[config.mk]
export PLATFORM = sky130hd
export DESIGN_NAME = inst_encoder_i
export DESIGN_NICKNAME = d
export VERILOG_FILES = /design/src/rtl/inst_encoder_i_pkg.sv /design/src/rtl/inst_encoder_i_pack.sv /design/src/rtl/inst_encoder_i.sv
export SDC_FILE = /design/constraint.sdc
export NUM_CORES = 1
export LEC_CHECK = 0
export BUFFER_PORTS_ARGS = -buffer_cell sky130_fd_sc_hd__buf_2
export CORE_ASPECT_RATIO = 0.9
export CORE_UTILIZATION = 40
export DETAILED_ROUTE_END_ITERATION = 10
export GPL_ROUTABILITY_DRIVEN = 0
export PLACE_DENSITY = 0.68
export SLEW_MARGIN = 20
export SYNTH_ARGS = -nofsm -noshare
export SYNTH_HDL_FRONTEND = slang
export SYNTH_SLANG_ARGS = --single-unit
[constraint.sdc]
create_clock -name clk -period 1.4 [get_ports clk]
set_input_delay 0.14 -clock clk [delete_from_list [all_inputs] [get_ports clk]]
set_output_delay 0.14 -clock clk [all_outputs]
set_load 0.02 [all_outputs]
[src/rtl/inst_encoder_i_pkg.sv]
// Shared types and encoding constants for the I-type instruction encoder.
// OP_LI is a pseudo-op that expands to LUI/ORI (or one word with INST_ENCODER_LI_SHORT_EN).
package inst_encoder_i_pkg;

  typedef logic [4:0]  RegAddr_t;
  typedef logic [31:0] Inst_t;

  typedef enum logic [4:0] {
    OP_ADD, OP_SUB, OP_AND, OP_OR, OP_SLL, OP_JR,
    OP_ANDI, OP_ORI, OP_XORI, OP_LUI,
    OP_ADDI, OP_ADDIU, OP_SLTI, OP_SLTIU,
    OP_BEQ, OP_BNE, OP_BLEZ, OP_BGTZ,
    OP_LW, OP_SW,
    OP_BLTZ, OP_BGEZ, OP_BLTZAL, OP_BGEZAL, OP_TEQI,
    OP_LI
  } Oper_t;

  localparam logic [5:0] OPC_REGIMM = 6'b000001;
  localparam logic [5:0] OPC_BEQ    = 6'b000100;
  localparam logic [5:0] OPC_BNE    = 6'b000101;
  localparam logic [5:0] OPC_BLEZ   = 6'b000110;
  localparam logic [5:0] OPC_BGTZ   = 6'b000111;
  localparam logic [5:0] OPC_ADDI   = 6'b001000;
  localparam logic [5:0] OPC_ADDIU  = 6'b001001;
  localparam logic [5:0] OPC_SLTI   = 6'b001010;
  localparam logic [5:0] OPC_SLTIU  = 6'b001011;
  localparam logic [5:0] OPC_ANDI   = 6'b001100;
  localparam logic [5:0] OPC_ORI    = 6'b001101;
  localparam logic [5:0] OPC_XORI   = 6'b001110;
  localparam logic [5:0] OPC_LUI    = 6'b001111;
  localparam logic [5:0] OPC_LW     = 6'b100011;
  localparam logic [5:0] OPC_SW     = 6'b101011;

  localparam logic [4:0] REGIMM_BLTZ   = 5'b00000;
  localparam logic [4:0] REGIMM_BGEZ   = 5'b00001;
  localparam logic [4:0] REGIMM_BLTZAL = 5'b10000;
  localparam logic [4:0] REGIMM_BGEZAL = 5'b10001;
  localparam logic [4:0] REGIMM_TEQI   = 5'b01100;

  typedef enum logic [1:0] {
    IDLE,
    EMIT,
    EMIT_HI
  } EncState_t;

  function automatic Inst_t make_i(input logic [5:0] opc, input RegAddr_t rs,
                                   input RegAddr_t rt, input logic [15:0] imm);
    return {opc, rs, rt, imm};
  endfunction

endpackage

[src/rtl/inst_encoder_i_pack.sv]
// Combinational I-type packer: maps one real operation onto its 32-bit word.
// supported is low for any op that has no I-type encoding (R-type ops, OP_LI).
module inst_i_pack
  import inst_encoder_i_pkg::*;
(
  input  Oper_t       op,
  input  RegAddr_t    rs,
  input  RegAddr_t    rt,
  input  logic [15:0] imm16,
  output Inst_t       word,
  output logic        supported
);

  logic [5:0] opc;
  RegAddr_t   rs_f;
  RegAddr_t   rt_f;

  // Fields forced to zero (LUI rs, BLEZ/BGTZ rt) or replaced (REGIMM rt code) here.
  always_comb begin
    opc       = 6'b000000;
    rs_f      = rs;
    rt_f      = rt;
    supported = 1'b1;
    case (op)
      OP_ANDI:   opc = OPC_ANDI;
      OP_ORI:    opc = OPC_ORI;
      OP_XORI:   opc = OPC_XORI;
      OP_LUI:    begin opc = OPC_LUI;    rs_f = '0; end
      OP_ADDI:   opc = OPC_ADDI;
      OP_ADDIU:  opc = OPC_ADDIU;
      OP_SLTI:   opc = OPC_SLTI;
      OP_SLTIU:  opc = OPC_SLTIU;
      OP_BEQ:    opc = OPC_BEQ;
      OP_BNE:    opc = OPC_BNE;
      OP_BLEZ:   begin opc = OPC_BLEZ;   rt_f = '0; end
      OP_BGTZ:   begin opc = OPC_BGTZ;   rt_f = '0; end
      OP_LW:     opc = OPC_LW;
      OP_SW:     opc = OPC_SW;
      OP_BLTZ:   begin opc = OPC_REGIMM; rt_f = REGIMM_BLTZ;   end
      OP_BGEZ:   begin opc = OPC_REGIMM; rt_f = REGIMM_BGEZ;   end
      OP_BLTZAL: begin opc = OPC_REGIMM; rt_f = REGIMM_BLTZAL; end
      OP_BGEZAL: begin opc = OPC_REGIMM; rt_f = REGIMM_BGEZAL; end
      OP_TEQI:   begin opc = OPC_REGIMM; rt_f = REGIMM_TEQI;   end
      default: begin
        supported = 1'b0;
        rs_f      = '0;
        rt_f      = '0;
      end
    endcase
    word = make_i(opc, rs_f, rt_f, imm16);
  end

endmodule

[src/rtl/inst_encoder_i.sv]
// Streaming I-type instruction encoder with valid/ready on both sides and a registered output.
// Define INST_ENCODER_LI_SHORT_EN to let OP_LI collapse to one word when either half is zero.
module inst_encoder_i
  import inst_encoder_i_pkg::*;
(
  input  logic        clk,
  input  logic        rst,
  input  logic        req_valid,
  output logic        req_ready,
  input  Oper_t       req_op,
  input  RegAddr_t    req_rs,
  input  RegAddr_t    req_rt,
  input  logic [31:0] req_imm,
  output logic        inst_valid,
  input  logic        inst_ready,
  output Inst_t       inst,
  output logic        enc_err
);

  EncState_t   state_q, state_d;
  Inst_t       inst_q, inst_d;
  logic        enc_err_q, enc_err_d;
  RegAddr_t    li_rt_q, li_rt_d;
  logic [15:0] li_lo_q, li_lo_d;

  Oper_t       pk_op;
  RegAddr_t    pk_rs;
  RegAddr_t    pk_rt;
  logic [15:0] pk_imm;
  Inst_t       pk_word;
  logic        pk_supported;
  logic        li_two;
  logic        accept;

  assign req_ready  = (state_q == IDLE) || ((state_q == EMIT) && inst_ready);
  assign accept     = req_valid && req_ready;
  assign inst_valid = (state_q != IDLE);
  assign inst       = inst_q;
  assign enc_err    = enc_err_q;

  // The packer is shared: in EMIT_HI it builds the pending ORI, otherwise the incoming request.
  always_comb begin
    pk_op  = req_op;
    pk_rs  = req_rs;
    pk_rt  = req_rt;
    pk_imm = req_imm[15:0];
    li_two = 1'b1;
    if (state_q == EMIT_HI) begin
      pk_op  = OP_ORI;
      pk_rs  = li_rt_q;
      pk_rt  = li_rt_q;
      pk_imm = li_lo_q;
    end else if (req_op == OP_LI) begin
      pk_op  = OP_LUI;
      pk_imm = req_imm[31:16];
`ifdef INST_ENCODER_LI_SHORT_EN
      if (req_imm[31:16] == 16'h0000) begin
        pk_op  = OP_ORI;
        pk_rs  = '0;
        pk_imm = req_imm[15:0];
        li_two = 1'b0;
      end else if (req_imm[15:0] == 16'h0000) begin
        li_two = 1'b0;
      end
`endif
    end
  end

  inst_i_pack u_pack (
    .op        (pk_op),
    .rs        (pk_rs),
    .rt        (pk_rt),
    .imm16     (pk_imm),
    .word      (pk_word),
    .supported (pk_supported)
  );

  always_comb begin
    state_d   = state_q;
    inst_d    = inst_q;
    enc_err_d = 1'b0;
    li_rt_d   = li_rt_q;
    li_lo_d   = li_lo_q;
    case (state_q)
      EMIT_HI: if (inst_ready) begin
        inst_d  = pk_word;
        state_d = EMIT;
      end
      EMIT: if (inst_ready) state_d = IDLE;
      default: ;
    endcase
    // A new request overrides the retire-to-IDLE decision above.
    if (accept) begin
      if (req_op == OP_LI) begin
        inst_d  = pk_word;
        state_d = li_two ? EMIT_HI : EMIT;
        li_rt_d = req_rt;
        li_lo_d = req_imm[15:0];
      end else if (pk_supported) begin
        inst_d  = pk_word;
        state_d = EMIT;
      end else begin
        enc_err_d = 1'b1;
        state_d   = IDLE;
      end
    end
  end

  always_ff @(posedge clk) begin
    if (rst) begin
      state_q   <= IDLE;
      inst_q    <= '0;
      enc_err_q <= 1'b0;
      li_rt_q   <= '0;
      li_lo_q   <= '0;
    end else begin
      state_q   <= state_d;
      inst_q    <= inst_d;
      enc_err_q <= enc_err_d;
      li_rt_q   <= li_rt_d;
      li_lo_q   <= li_lo_d;
    end
  end

endmodule

==> results of run 1 <==
placed cells by master, fill, tap and decap left out, drive strengths merged, types with 2 or more instances in the layout:
cell type and n:
mux2i 16, clkbuf 7, nand2b 3, inv 4, a211oi 2, a21oi 57, nor3b 2, a31oi 4
nor2b 5, nand3 3, clkinvlp 2, o221a 2, nand4 2, and3 2, dfxtp 56, and2 3
a22o 6, nand2 72, buf 147, or2 2, a211o 16, nor2 28, o21ai 11
Yosys cell counts, drive strengths merged (2+ instances only):
library cell	count
nor2b	5
mux2i	16
o221a	2
dfxtp	56
a211o	16
nand2b	3
and3	2
buf	12
nand4	2
a22o	6
a21oi	57
nor3b	2
nand2	72
a31oi	4
inv	4
a211oi	2
and2	3
clkbuf	15
nand3	3
nor2	28
or2	2
o21ai	11
final cells by class:
class                   count  area (um^2)
clock inverters             3         23.8
clock buffers               5         68.8
fillers                   555         2280
multi-input cells         248         1610
well taps                  87          109
repair buffers            149         1050
flip-flops and latches     56         1130
inverters                   4         17.5
worst min-delay path, stage by stage:
cell and delay, ps:
buf_2 100, nand2_1 50, a21oi_1 50
where the power goes:
part / internal, uW / total (uW) / leakage [uW] / switching [uW]
combinational: 367 / 772 / 0.00138 / 405
clock: 356 / 902 / 0.0000404 / 546
sequential: 1660 / 1700 / 0.000457 / 40.8
registers in the layout, summed over array words and instances, names as in the netlist:
name and flops:
li_rt_q 5, enc_err 1, state_q 2, li_lo_q 16, inst 32
metal layers:
metal | routed length, um | vias to the layer above | global-route usage, %
met5 | 0 | - | 0
met4 | 49 | 0 | 5.57
met3 | 479 | 4 | 3.33
met2 | 3820 | 88 | 32.6
met1 | 3750 | 1352 | 32.6
li1 | - | 1426 | -
timing repair:
| action | in CTS | in global routing |
|---|---|---|
| cloned | 0 | 4 |
| endpoints found under the setup margin | 30 | 54 |
| gates resized for setup | 18 | 69 |
| pin swaps | 2 | 44 |
| buffers inserted | 3 | 10 |
cells by family (layout without fill, tap and decap cells):
group           count (synthesis)  count (layout)  synth area share [%]
flops                          56              56                  42.1
buf+inv                        31             161                  5.74
simple gates                  126             126                  20.4
mux                            16              16                  6.02
compound gates                106             106                  25.7
worst paths after layout:
check	slack, ps	cells past startpoint	end	start
setup reg to reg	-200	6	inst[31]$_SDFF_PP0_	state_q[0]$_SDFFE_PP0P_
setup / recovery	-200	6	inst[31]$_SDFF_PP0_	state_q[0]$_SDFFE_PP0P_
hold / removal	80	3	li_lo_q[13]$_SDFFE_PP0P_	req_imm[13]
hold reg to reg	450	2	li_rt_q[0]$_SDFFE_PP0P_	li_rt_q[0]$_SDFFE_PP0P_
metrics by stage:
| step | worst slack [ps] | total power (uW) | util [%] |
|---|---|---|---|
| 2_1_floorplan | -17.2 | 2080 | - |
| 3_3_place_gp | -160 | 2360 | 55.3 |
| 3_5_place_dp | -211 | 2370 | 55.3 |
| 4_1_cts | -132 | 3280 | 58.2 |
| 5_1_grt | -247 | 3540 | 63.8 |
| 6_report | -203 | 3370 | 63.8 |
==> results.toml, run 1 <==
[floorplanning]
die_w_um = 88.0
coreArea_um2 = 6280
initial_core_util_pct = 42.3
die_area_um2 = 6980
ioPinCount = 86
core.rowCount = 27
dieHeight_um = 79.4

[synthesis]
ys_types = 38
synth_warnings = 0
yosysTopAreaCell = "dfxtp_1"
syn_inst = 335
synth_area_leaders = "dfxtp_1 (42%), a21oi_1 (11%), nand2_1 (10%)"
synth_area_per_cell_um2 = 7.94
ys_seq_area_share_pct = 42.1
synth-seq-cells = 56
synth_top_flop_cell = "dfxtp_1"
synth-edff-count = 0
async_reset_ff_share_pct = 0
syn-cell-area_um2 = 2660
syn_nets = 386
synth_top_area_share_pct = 42.1

[critical_path]
slowest_stage = "or4b_4"
path_buf_inv = 1
path_cells = "nand2b_1, and3_4, a22oi_2, buf_4, or4b_4, a21oi_2"
cp-end-kind = "flop"
crit_family = "simple AND/OR/NAND/NOR gates"
path_max_fanout = 5
worstPathArrival_ps = 1850
crit_type = "reg -> reg"
cpPeakStageDelay_ps = 490
worstSetupStartpointType = "flop"
cp.required_ps = 1650

[sta]
slew_viol_final = 0
fin_crit_sh_pct = 114
rsz0062_at_grt = "yes"
hold_violations = 0
setup_slack_ps = -203
skew_ps = 3.91
post-route-min-period_ps = 1600
fin_tns_setup_ps = -3180
worst_pin_slew_ps = 369
setup_violations = 33
max_clock_freq_mhz = 624
max_slew_margin_pct = 75.4
hold_ws_ps = 79.5

[global_routing]
grt_max_degree = 22
grt_pass1_vias = 2491
overflow = 0
grt_usage_pct = 21.9
grt_antenna_before_repair = 0
grt_first_pass_wirelength_mm = 12.0

[min_path]
hold_class = "in -> reg"

[final_layout]
area.growth.synth_to_final_pct = 50.6
instances_no_fill = 552
stdcell_area_um2 = 4010
drive_gt1_share_pct = 46.9
finalNetCount = 515
diodes = 0

[drt]
wl_per_cell_um = 14.7
drt-initial-drc-count = 183
avgViaCountPerCell = 5.20
first_pass_iters = 4
antenna_left = 0
drt-total-wl_mm = 8.09
vias = 2870
route.detailed.drc = 0

[cts]
cts.sinks = 56
hold_buffers = 0
numCtsBuffers = 5
clock_latency_ps = 310
cts_tree = "built"
cts_max_level = 2
clockBufferDepth = 2
path_clk_slew_ps = 100
cts_root_buf = "clkbuf_8"

[place]
hpwl_mm = 5.48
portBuffers = 85
dp_cells = 529
place_area_um2 = 3480

[pwr]
power_density_nw_per_um2 = 841
peakVddDrop_uv = 478
power.leakage_uw = 0.00188

[flow_run]
cap_violations = 0

[outcome]
violations = "setup timing"
status = "finished, violations left"
No activity file was read; power rests on OpenSTA's default activity.
==> inputs of run 2 (changes only) <==
==> constraint.sdc (replaced) <==
create_clock -name clk -period 1.4 [get_ports clk]
set_input_delay 0.28 -clock clk [delete_from_list [all_inputs] [get_ports clk]]
set_output_delay 0.28 -clock clk [all_outputs]
set_load 0.02 [all_outputs]
==> run 2 against run 1 <==
  * The flow still finishes with violations (setup timing)
  * Clock skew is 1.6 ps higher
  * Highest routed layer unchanged
  * Worst hold slack better by 130 ps
  * Setup slack better by 140 ps
  * Largest cell class unchanged
  * Cell count fell by 1.1%
  * First-iteration DRC count is 27% lower
  * Sequential power about the same
  * Routed wire length is 1.6% lower
  * Combinational power fell by 4.3%
  * Core utilization fell by 2.1 points
==> results.toml, run 2 (synthesized netlist as in run 1, its figures left out) <==
[sta]
fin_crit_sh_pct = 104
slew_viol_final = 0
max_slew_margin_pct = 73.6
fin_tns_setup_ps = -828
max_clock_freq_mhz = 686
skew_ps = 5.47
post-route-min-period_ps = 1460
hold_violations = 0
worst_pin_slew_ps = 396
setup_slack_ps = -58.4
rsz0062_at_grt = "yes"
setup_violations = 22

[final_layout]
drive_gt1_share_pct = 41.6
area.growth.synth_to_final_pct = 45.7
mostFrequentLayoutCell = "buf_2"
stdcell_area_um2 = 3880
largest_reg_flops = 32
diodes = 0
final_core_util_pct = 61.7
final_cell_mix = "buf_2 (84), nand2_1 (71), dfxtp_1 (54)"
finalNetCount = 509
instances_no_fill = 546

[critical_path]
r2r_cells = 7
cp.required_ps = 1650
worstPathArrival_ps = 1710
r2r_setup_slack_ps = -60
crit_type = "reg -> reg"
timing.rr.start = "state_q[1]$_SDFFE_PP0P_"
worstReg2RegEnd = "inst[12]$_SDFF_PP0_"
cp-end-kind = "flop"
path_max_fanout = 5
worstSetupStartpointType = "flop"

[drt]
wl_per_cell_um = 14.6
avgViaCountPerCell = 5.23
drt-initial-drc-count = 134
route.detailed.drc = 0
drt-total-wl_mm = 7.96
first_pass_iters = 4
vias = 2855
antenna_left = 0

[min_path]
hp-start = "req_imm[12]"
whs_path_depth = 3
hold_end = "li_lo_q[12]$_SDFFE_PP0P_"
hold_class = "in -> reg"

[pwr]
power.leakage_uw = 0.00181
peakVddDrop_uv = 550
power_density_nw_per_um2 = 859

[global_routing]
grt_antenna_before_repair = 0
grt_max_degree = 26
overflow = 0
grt_usage_pct = 23.0
grt_first_pass_wirelength_mm = 12.6
grt_pass1_vias = 2605

[floorplanning]
core.rowCount = 27
coreArea_um2 = 6280
ioPinCount = 86
dieHeight_um = 79.4
die_area_um2 = 6980
die_w_um = 88.0
initial_core_util_pct = 42.3

[cts]
cts_max_level = 2
hold_buffers = 0
cts_root_buf = "clkbuf_8"
cts_tree = "built"
cts.sinks = 56
path_clk_slew_ps = 100
clock_latency_ps = 310
clockBufferDepth = 2
numCtsBuffers = 5

[place]
portBuffers = 85
place_area_um2 = 3480
hpwl_mm = 5.28
dp_cells = 525

[outcome]
violations = "setup timing"
status = "finished, violations left"

[flow_run]
cap_violations = 0
[run 2: cell types whose count changed in the layout (fill, tap and decap cells not counted), sizes merged]
| cell | before | now |
|---|---|---|
| buf | 147 | 141 |
| clkinvlp | 2 | 0 |
| a22oi | 1 | 2 |
| clkinv | 1 | 2 |
[run 2: worst max path at each step]
| stage | from | to | slack, ps |
|---|---|---|---|
| after global placement | req_op[2] | inst[1]$_SDFF_PP0_ | -270 |
| after CTS | state_q[0]$_SDFFE_PP0P_ | inst[20]$_SDFF_PP0_ | -80 |
| after floorplan | req_op[1] | inst[31]$_SDFF_PP0_ | -150 |
| after detailed placement | req_op[2] | inst[20]$_SDFF_PP0_ | -320 |
| after global routing | state_q[1]$_SDFFE_PP0P_ | inst[1]$_SDFF_PP0_ | -120 |
| final | state_q[1]$_SDFFE_PP0P_ | inst[12]$_SDFF_PP0_ | -60 |
[run 2: critical path, cell delays in order, from the launching register on]
cell	delay [ps]
dfxtp_2	350
inv_2	90
and3_4	240
a22oi_2	80
buf_6	150
buf_6	130
a211o_1	230
a21oi_2	120
[run 2: power breakdown]
group / switching [uW] / internal (uW) / leakage (uW)
logic: 396 / 343 / 0.00131
registers: 36.6 / 1660 / 0.000457
clock network: 503 / 396 / 0.0000510
[run 2: final cells by class]
| type | instances | area [um^2] |
|---|---|---|
| clock buffers | 6 | 82.6 |
| clock inverters | 2 | 10.0 |
| fillers | 573 | 2410 |
| inverters | 4 | 15.0 |
| multi-input cells | 249 | 1560 |
| flip-flops and latches | 56 | 1130 |
| well taps | 87 | 109 |
| repair buffers | 142 | 972 |
[run 2: layer usage]
| layer | global-route usage [%] | part of all wire, % |
|---|---|---|
| met1 | 31.7 | 46 |
| met2 | 36.8 | 47 |
| met3 | 4.05 | 5.3 |
| met4 | 6.07 | 1.3 |
| met5 | 0 | 0 |
[run 2: metrics by stage]
| stage | hold WS [ps] | worst slack [ps] | total power (uW) |
|---|---|---|---|
| 2_1_floorplan | 416 | -146 | 2080 |
| 3_3_place_gp | 437 | -271 | 2350 |
| 3_5_place_dp | 443 | -321 | 2360 |
| 4_1_cts | 206 | -76.5 | 3330 |
| 5_1_grt | 212 | -115 | 3470 |
| 6_report | 214 | -58.4 | 3330 |
[run 2: timing repair]
action	in CTS	in global routing
gates cloned	5	2
resized for setup	32	24
pin swaps	17	9
setup endpoints to repair	55	53
buffers inserted	5	3
